--- config.mk ---
export PLATFORM = sky130hd
export DESIGN_NAME = output_bank_arbiter_flat
export DESIGN_NICKNAME = d
export VERILOG_FILES = /design/src/rtl/output_bank_pkg.sv /design/src/rtl/output_bank_arbiter_if.sv /design/src/rtl/rr_pick.sv /design/src/rtl/output_bank_arbiter.sv /design/src/flat_wrapper.sv
export SDC_FILE = /design/constraint.sdc
export NUM_CORES = 1
export LEC_CHECK = 0
export BUFFER_PORTS_ARGS = -buffer_cell sky130_fd_sc_hd__buf_2
export CAP_MARGIN = 20
export CELL_PAD_IN_SITES_DETAIL_PLACEMENT = 0
export CELL_PAD_IN_SITES_GLOBAL_PLACEMENT = 1
export CORE_MARGIN = 5
export CORE_UTILIZATION = 37
export DETAILED_ROUTE_END_ITERATION = 16
export PLACE_DENSITY_LB_ADDON = 0.1
export SYNTH_ARGS = -nofsm -noshare
export SYNTH_HDL_FRONTEND = slang
export SYNTH_HIERARCHICAL = 1
export SYNTH_SLANG_ARGS = --single-unit
--- constraint.sdc ---
create_clock -name clk -period 2.3 [get_ports clk]
set_clock_uncertainty 0.15 [all_clocks]
set_input_delay 0.23 -clock clk [delete_from_list [all_inputs] [get_ports clk]]
set_output_delay 0.23 -clock clk [all_outputs]
set_load 0.01 [all_outputs]
--- src/rtl/output_bank_pkg.sv ---
// Shared types and reset constants for the output bank arbiter.
// Imported by the interface and all arbiter modules.
package output_bank_pkg;

  typedef enum logic [1:0] {
    IDLE  = 2'd0,
    GRANT = 2'd1,
    HOLD  = 2'd2
  } state_t;

  localparam state_t     ST_RST  = IDLE;
  localparam logic       RO_RST  = 1'b0;
  localparam logic [1:0] ROA_RST = 2'b00;

endpackage

--- src/rtl/output_bank_arbiter_if.sv ---
// Request/commit bundle between requesters and the output bank arbiter.
// master drives requests and data; slave is the arbiter.
interface output_bank_arbiter_if #(
  parameter int NREQ = 4,
  parameter int CNTW = 8
);

  logic [NREQ-1:0]         req;
  logic [NREQ-1:0]         lock;
  logic [NREQ-1:0]         wd_o;
  logic [2*NREQ-1:0]       wd_oa;
  logic [NREQ-1:0]         gnt;
  logic                    ro;
  logic [1:0]              roa;
  logic                    wo;
  logic [1:0]              woa;
  logic                    busy;
  logic [$clog2(NREQ)-1:0] owner;
  logic [CNTW-1:0]         wr_count;

  modport master (
    output req, lock, wd_o, wd_oa,
    input  gnt, ro, roa, wo, woa,
    input  busy, owner, wr_count
  );

  modport slave (
    input  req, lock, wd_o, wd_oa,
    output gnt, ro, roa, wo, woa,
    output busy, owner, wr_count
  );

endinterface

--- src/rtl/rr_pick.sv ---
// Round-robin winner search: first set req bit above last, wrapping.
// Purely combinational.
module rr_pick #(
  parameter int NREQ = 4
) (
  input  logic [NREQ-1:0]         req,
  input  logic [$clog2(NREQ)-1:0] last,
  output logic [$clog2(NREQ)-1:0] winner,
  output logic                    any
);

  localparam int LW = $clog2(NREQ);

  // Scan from the farthest slot down so the nearest one overwrites last.
  always_comb begin
    winner = '0;
    any    = |req;
    for (int i = NREQ; i >= 1; i--) begin
      if (req[(int'(last) + i) % NREQ]) begin
        winner = LW'((int'(last) + i) % NREQ);
      end
    end
  end

endmodule

--- src/rtl/output_bank_arbiter.sv ---
// Round-robin arbiter committing one requester's data into a shared
// output bank, with optional lock to hold ownership across cycles.
module output_bank_arbiter #(
  parameter int NREQ = 4,
  parameter int CNTW = 8
) (
  input logic                  clk,
  input logic                  rst_n,
  output_bank_arbiter_if.slave bus
);

  import output_bank_pkg::*;

  localparam int            LW       = $clog2(NREQ);
  localparam logic [LW-1:0] LAST_RST = LW'(NREQ - 1);

  state_t            state_q, state_d;
  logic [LW-1:0]     owner_q, owner_d;
  logic [LW-1:0]     last_q, last_d;
  logic [LW-1:0]     win;
  logic              any;
  logic              commit;
  logic              own_req;
  logic              own_lock;
  logic [NREQ-1:0]   gnt_q, gnt_d;
  logic              ro_q, ro_d;
  logic [1:0]        roa_q, roa_d;
  logic [CNTW-1:0]   cnt_q, cnt_d;

  rr_pick #(
    .NREQ (NREQ)
  ) u_pick (
    .req    (bus.req),
    .last   (last_q),
    .winner (win),
    .any    (any)
  );

  assign own_req  = bus.req[owner_q];
  assign own_lock = bus.lock[owner_q];

  always_comb begin
    state_d = state_q;
    owner_d = owner_q;
    commit  = 1'b0;
    unique case (state_q)
      IDLE: begin
        if (any) begin
          owner_d = win;
          state_d = GRANT;
        end
      end
      GRANT: begin
        commit  = own_req;
        state_d = (own_req && own_lock) ? HOLD : IDLE;
      end
      HOLD: begin
        if (!own_lock) state_d = IDLE;
        else           commit  = own_req;
      end
      default: state_d = IDLE;
    endcase
  end

  always_comb begin
    gnt_d  = '0;
    ro_d   = ro_q;
    roa_d  = roa_q;
    last_d = last_q;
    cnt_d  = cnt_q;
    if (commit) begin
      gnt_d[owner_q] = 1'b1;
      ro_d           = bus.wd_o[owner_q];
      roa_d          = bus.wd_oa[{owner_q, 1'b0} +: 2];
      last_d         = owner_q;
      cnt_d          = cnt_q + 1'b1;
    end
  end

  always_ff @(posedge clk or negedge rst_n) begin
    if (!rst_n) begin
      state_q <= ST_RST;
    end else begin
      state_q <= state_d;
    end
  end

  always_ff @(posedge clk or negedge rst_n) begin
    if (!rst_n) begin
      owner_q <= '0;
      last_q  <= LAST_RST;
      gnt_q   <= '0;
      ro_q    <= RO_RST;
      roa_q   <= ROA_RST;
      cnt_q   <= '0;
    end else begin
      owner_q <= owner_d;
      last_q  <= last_d;
      gnt_q   <= gnt_d;
      ro_q    <= ro_d;
      roa_q   <= roa_d;
      cnt_q   <= cnt_d;
    end
  end

  assign bus.gnt      = gnt_q;
  assign bus.ro       = ro_q;
  assign bus.roa      = roa_q;
  assign bus.wo       = ro_q;
  assign bus.woa      = roa_q;
  assign bus.busy     = (state_q != IDLE);
  assign bus.owner    = owner_q;
  assign bus.wr_count = cnt_q;

endmodule

--- src/flat_wrapper.sv ---
// flat-port wrapper written by rule: the top's interface ports become plain ports
module output_bank_arbiter_flat import output_bank_pkg::*;
#(
  parameter int NREQ = 4,
  parameter int CNTW = 8
)
  (clk, rst_n, bus_req, bus_lock, bus_wd_o, bus_wd_oa, bus_gnt, bus_ro, bus_roa, bus_wo, bus_woa, bus_busy, bus_owner, bus_wr_count);
  output_bank_arbiter_if #(.NREQ(NREQ), .CNTW(CNTW)) bus_i ();
  input logic clk;
  input logic rst_n;
  input wire logic [$bits(bus_i.req)-1:0] bus_req;
  input wire logic [$bits(bus_i.lock)-1:0] bus_lock;
  input wire logic [$bits(bus_i.wd_o)-1:0] bus_wd_o;
  input wire logic [$bits(bus_i.wd_oa)-1:0] bus_wd_oa;
  output wire logic [$bits(bus_i.gnt)-1:0] bus_gnt;
  output wire logic [$bits(bus_i.ro)-1:0] bus_ro;
  output wire logic [$bits(bus_i.roa)-1:0] bus_roa;
  output wire logic [$bits(bus_i.wo)-1:0] bus_wo;
  output wire logic [$bits(bus_i.woa)-1:0] bus_woa;
  output wire logic [$bits(bus_i.busy)-1:0] bus_busy;
  output wire logic [$bits(bus_i.owner)-1:0] bus_owner;
  output wire logic [$bits(bus_i.wr_count)-1:0] bus_wr_count;
  assign bus_i.req = bus_req;
  assign bus_i.lock = bus_lock;
  assign bus_i.wd_o = bus_wd_o;
  assign bus_i.wd_oa = bus_wd_oa;
  assign bus_gnt = bus_i.gnt;
  assign bus_ro = bus_i.ro;
  assign bus_roa = bus_i.roa;
  assign bus_wo = bus_i.wo;
  assign bus_woa = bus_i.woa;
  assign bus_busy = bus_i.busy;
  assign bus_owner = bus_i.owner;
  assign bus_wr_count = bus_i.wr_count;
  output_bank_arbiter #(.NREQ(NREQ), .CNTW(CNTW)) u_core (.clk(clk), .rst_n(rst_n), .bus(bus_i));
endmodule
==> Word level (Yosys, flattened, before mapping) <==
Cells that the tools add are included.
Widths: inputs -> output; s select.
{ "word_totals": {"register_bits": 21, "in_bits": 22, "out_inout_bits": 21, "word_cells": 69} }
{ "op_classes": {"add_sub_neg": 5, "order_cmp": 6, "eq_ne": 4, "n_shift": 1, "n_mux": 31, "bitwise": 4, "n_reduce_logical": 11} }
{ "ops": {"columns": ["cell", "n"], "rows": [
  ["$lt 3x4->1 const B", 4],
  ["$bmux 1 s2", 7],
  ["$mux 2", 7],
  ["$mux 1", 13],
  ["$add 8x1->8 const B", 1],
  ["$reduce_or 2->1", 4],
  ["$shiftx 8x4->2", 1],
  ["$pmux 2 s3", 1],
  ["$add 2x1->2 const B", 2],
  ["$add 2x2->2 const B", 2],
  ["$and 1x1->1 const A", 4],
  ["$mux 4", 1],
  ["$reduce_and 2->1", 2],
  ["$reduce_or 4->1", 1],
  ["$lt 2x3->1 const B", 1],
  ["$demux 1 s2", 1],
  ["$eq 2x1->1 const B", 1],
  ["$eq 2x2->1 const B", 1],
  ["$ge 2x1->1 const B", 1],
  ["$logic_and 1x1->1", 2],
  ["$logic_not 2->1", 1],
  ["$ne 2x1->1 const B", 1],
  ["$ne 2x2->1 const B", 1],
  ["$pmux 1 s2", 1],
  ["$reduce_bool 2->1", 1]
]} }

==> Logic depth before layout (Yosys ltp) <==
{ "depth": {"depth_word": 10, "ltp_mapped": 6, "mapped_depth_nobuf": 6} }

==> Modules after synthesis <==
Netlist, hierarchy kept.
{ "by_module_without_submodules": {"columns": ["module", "n_inst", "cells_each", "area_per_inst_um2", "seq_area_each_um2"], "rows": [
  ["output_bank_arbiter", 1, 84, 1109.8, 528.0],
  ["rr_pick", 1, 14, 91.3, 0.0]
]} }

==> Worst setup path after synthesis <==
OpenSTA, ideal clock, no wires.
{ "synth_timing": {"path_type": "reg-to-reg", "startpoint": "reg u_core.state_q[0]", "endpoint": "reg u_core.ro_q, in the netlist u_core/bus.ro", "setup_ps": 125, "arrival_time_ps": 1659, "required_ps": 2025, "slack_ps": 366, "stages_incl_launch_ff": 7, "path_buffers": 0, "synth_period_minus_slack_ps": 1934, "path_cell_list": "dfrtp_1 inv_1 ha_1 and2_1 a221oi_4 nor2_4 mux2_2"} }
{ "synth_between": {"elab_chain_len": 2, "word_cells_on_any_way": 3, "classes_between": "eq/ne: 2; mux: 1"} }
{ "synth_rtl": {"columns": ["element", "line_no", "source"], "rows": [
  ["start, declared", "output_bank_arbiter.sv:17", "state_t state_q, state_d;"],
  ["start signal, assigned", "output_bank_arbiter.sv:84", "state_q <= state_d;"],
  ["$eq 2x2->1 or $eq 2x1->1 (tied branches)", "output_bank_arbiter.sv:46", "unique case (state_q)"],
  ["$pmux 1 s2 *", "output_bank_arbiter.sv:46", null],
  ["end signal, assigned", "output_bank_arbiter.sv:100", "ro_q <= ro_d;"],
  ["end, declared", "output_bank_arbiter.sv:26", "logic ro_q, ro_d;"]
]} }
Every way passes the cells marked *; elsewhere a longest branch is shown, timed or not.
A chain may end at the register's enable or synchronous reset.

==> Worst setup path after layout <==
{ "layout_timing": {"startpoint": "reg u_core.state_q[0]", "endpoint": "reg u_core.cnt_q[3], in the netlist u_core/bus.wr_count[3]"} }
{ "layout_between": {"elab_chain_len": 2, "word_cells_on_any_way": 3, "classes_between": "eq/ne: 2; mux: 1"} }
{ "layout_rtl": {"columns": ["element", "line_no", "source"], "rows": [
  ["$eq 2x2->1 or $eq 2x1->1 (tied branches)", "output_bank_arbiter.sv:46", null],
  ["$pmux 1 s2 *", "output_bank_arbiter.sv:46", null],
  ["end signal, assigned", "output_bank_arbiter.sv:102", "cnt_q <= cnt_d;"],
  ["end, declared", "output_bank_arbiter.sv:28", "logic [CNTW-1:0] cnt_q, cnt_d;"]
]} }
Marks and branches as above.

==> impl_metrics.py <==
metrics = {
    "synth": {
        "synth_edf_count": 0,
        "ys_ff_latch": 21,
        "async_flop_share_pct": 100,
        "yosys.area_share.xor_xnor_pct": 5.10,
        "synth_compound_area_share_pct": 7.08,
        "syn-cell-area_mm2": 0.00120,
        "synth_top_family_by_area": "multiplexers",
        "muxShareOfSynthArea_pct": 19.8,
        "synthTopCellsByCount": "dfrtp_1, mux2_2, xor2_1, nand2_1, ha_1",
        "ys_warn_count": 6,
        "ys_seq_area_share_pct": 44.0,
        "yosysMostFrequentCell": "dfrtp_1",
        "synth.distinct_cells": 30,
        "synth_top_area_cell": "dfrtp_1",
        "synth-simple-area-share_pct": 14.8,
        "synth_top_area_share_pct": 39.6,
        "ys.flop_type": "dfrtp_1",
        "postSynthCellCount": 98,
        "ys_top_cells_by_area": "dfrtp_1, mux2_2, mux4_2",
        "synth_fp_nets": 125,
        "synth_fa_ha_area_share_pct": 5.21,
        "avgSynthCellArea_um2": 12.3,
    },
    "floorplan": {
        "dieArea_mm2": 0.00449,
        "io_pins": 43,
        "core-area_mm2": 0.00308,
        "fp-row-count": 20,
        "initial_utilization_pct": 39.0,
        "die_w_um": 67.0,
        "die_h_um": 67.0,
    },
    "routing": {
        "post_drt_wl_per_cell_um": 14.6,
        "via_per_inst": 4.99,
        "vias": 938,
        "drt-total-wl_um": 2750,
        "drt_iter0_drc": 33,
        "antenna_left": 0,
        "drtPass1Iterations": 4,
        "route.detailed.drc": 0,
    },
    "timing": {
        "hold_violations": 0,
        "fin_ws_ns": 0.228,
        "tns_ns": 0,
        "max_slew_margin_pct": 67.8,
        "fmax_mhz": 483,
        "drv_slew": 0,
        "post-route-period-util_pct": 90.1,
        "rsz0062_at_grt": "false",
        "layout_min_cycle_time_ns": 2.07,
        "tightest_slew_ns": 0.483,
        "setup_viol": 0,
    },
    "clock_network": {
        "cts_sinks": 21,
        "cts_buffer_depth": 2,
        "htree_num_levels": 1,
        "cts_tree": "built",
        "cts_resized": 0,
        "numCtsBuffers": 3,
        "clkTransAtPathRegs_ns": 0.12,
        "root_buffer": "clkbuf_4",
        "clock_latency_ns": 0.30,
    },
    "setup_path": {
        "rr_worst_depth": 7,
        "crit_start": "u_core/state_q[0]$_DFFE_PN0P_",
        "start_kind": "register",
        "critPathRequiredTime_ns": 2.38,
        "timing_worst_setup_path_type": "register to register",
        "r2r_start": "u_core/state_q[0]$_DFFE_PN0P_",
        "cpPeakStageDelay_ns": 0.42,
        "critPathArrivalTime_ns": 2.15,
        "worstReg2RegEnd": "u_core/bus.wr_count[3]$_DFFE_PN0P_",
        "crit_fanout": 6,
        "path_cells": "inv_1 -> ha_1 -> nor2b_1 -> a221oi_4 -> buf_4 -> nor4b_1 -> xor2_1",
        "slowest_stage": "dfrtp_1",
        "r2r_slack_ns": 0.23,
        "endpoint_kind": "register",
    },
    "job": {
        "cap_violations": 0,
    },
    "min_path": {
        "hold_end": "u_core/bus.roa[0]$_DFFE_PN0P_",
        "holdCritStartpoint": "bus_wd_oa[0]",
        "min_path_cells": 3,
        "hold_path_class": "primary input to register",
    },
    "power_and_ir_drop": {
        "max-vdd-ir-drop_mv": 0.470,
        "p_int_w": 0.00109,
        "p_sw_share_pct": 40.8,
        "p_leak_nw": 0.754,
        "switchingPower_w": 0.000751,
        "combPwrFrac_pct": 54.3,
        "seqPwrFrac_pct": 36.0,
        "p_per_area_mw_per_mm2": 1230,
        "power.clock.fraction_pct": 9.7,
    },
    "global_route": {
        "grt_pass1_wl_um": 4490,
        "grt_max_degree": 22,
        "grt_pass1_vias": 947,
        "antenna_found_initial": 0,
        "overflow": 0,
        "grt_usage_pct": 13.2,
    },
    "final_layout": {
        "n_antenna_cell": 0,
        "fin_nets": 172,
        "area_growth_pct": 24.8,
        "finish.utilization_pct": 48.7,
        "drive_gt1_share_pct": 48.6,
        "finish.instance_area_mm2": 0.00150,
        "stdcell_count": 188,
    },
    "placed_design": {
        "dpl.hpwl_um": 2150,
        "dp.cells": 183,
        "io_buffers": 42,
        "pre_cts_slack_ns": 0.228,
        "place_area_mm2": 0.00146,
        "place_congestion": 0.763,
    },
    "status": {
        "status": "completed",
    },
}
worst max-delay path, delay by kind of cell, from the launching register on:
kind | cells | cell delay, ns
adders and majority gates | 1 | 0.19
AOI/OAI and AO/OA | 1 | 0.14
DFF | 1 | 0.42
and+or+nand+nor | 2 | 0.64
buffers and inverters | 2 | 0.29
xor gates and xnor gates | 1 | 0.17
kinds of logic (layout without fill, tap and decap cells):
group	after synthesis	count (layout)
buffers and inverters	9	55
xor gates and xnor gates	7	7
adders and majority gates	5	5
AOI/OAI and AO/OA	8	8
DFF	21	21
muxes	17	17
and+or+nand+nor	31	31
area by class of cell:
| cell class | count | area (µm²) |
|---|---|---|
| fillers | 297 | 1580 |
| multi-input cells | 68 | 624 |
| flip-flops and latches | 21 | 528 |
| repair buffers | 47 | 250 |
| well taps | 44 | 55.1 |
| clock buffers | 4 | 26.3 |
| inverters | 4 | 15.0 |
per-stage QoR:
stage	hold WS, ns	power, W
finish	0.229	0.00184
global route	0.210	0.00200
CTS	0.205	0.00187
detailed placement	0.0741	0.00168
global placement	0.0743	0.00166
floorplan	-0.216	0.00136
layout by cell type (no fill, tap or decap):
master,count
nor2_4,1
nor3_1,3
nand3_1,3
dlygate4sd3_1,1
a22o_1,1
clkbuf_4,3
nand2b_1,3
buf_4,4
and2_1,1
a21oi_2,1
mux2_2,10
buf_2,42
dfstp_2,2
nor4b_1,4
nand2_1,6
a221oi_4,1
mux2i_1,2
a21oi_1,2
ha_1,5
nor4_1,2
nor2b_1,1
clkbuf_1,1
dfrtp_1,19
and3_1,2
a31oi_1,1
xor2_1,7
and2b_1,1
inv_1,4
nor2_1,4
mux4_2,4
a221o_1,1
mux2_4,1
o221ai_2,1
flip-flops by register name, indices dropped and copies added (netlist names):
register and flops:
u_core/bus.gnt 4, u_core/bus.owner 2, u_core/bus.ro 1, u_core/bus.roa 2
u_core/bus.wr_count 8, u_core/last_q 2, u_core/state_q 2
power groups by stage:
stage	sequential [W]	combinational, W	clock, W
after floorplan	0.000687	0.000673	0
after global placement	0.000667	0.000995	0
after detailed placement	0.000675	0.00100	0
after CTS	0.000668	0.00101	0.000193
after global routing	0.000693	0.00110	0.000211
final	0.000664	0.00100	0.000178
worst max-delay path by stage:
stage | endpoint | depth (start not counted) | slack, ns
2_1_floorplan | u_core/bus.ro$_DFFE_PN0P_ | 6 | 0.37
4_1_cts | u_core/bus.wr_count[3]$_DFFE_PN0P_ | 7 | 0.20
6_report | u_core/bus.wr_count[3]$_DFFE_PN0P_ | 7 | 0.23
3_3_place_gp | u_core/bus.wr_count[3]$_DFFE_PN0P_ | 7 | 0.28
5_1_grt | u_core/bus.wr_count[3]$_DFFE_PN0P_ | 7 | 0.003
3_5_place_dp | u_core/bus.wr_count[3]$_DFFE_PN0P_ | 7 | 0.23
what timing repair did:
action,4_1_cts,5_1_grt
endpoints found under the hold margin,19,0
setup buffers,0,0
setup endpoints to repair,0,0
hold buffers,1,0
routing by layer:
metal / vias to the layer above / GRT usage [%] / part of all wire [%]
li1: 446 / - / -
met1: 460 / 17.6 / 45
met2: 30 / 21.8 / 46
met3: 2 / 2.36 / 8.3
met4: 0 / 3.80 / 0.54
met5: - / 0 / 0
No activity file was read; power rests on OpenSTA's default activity.
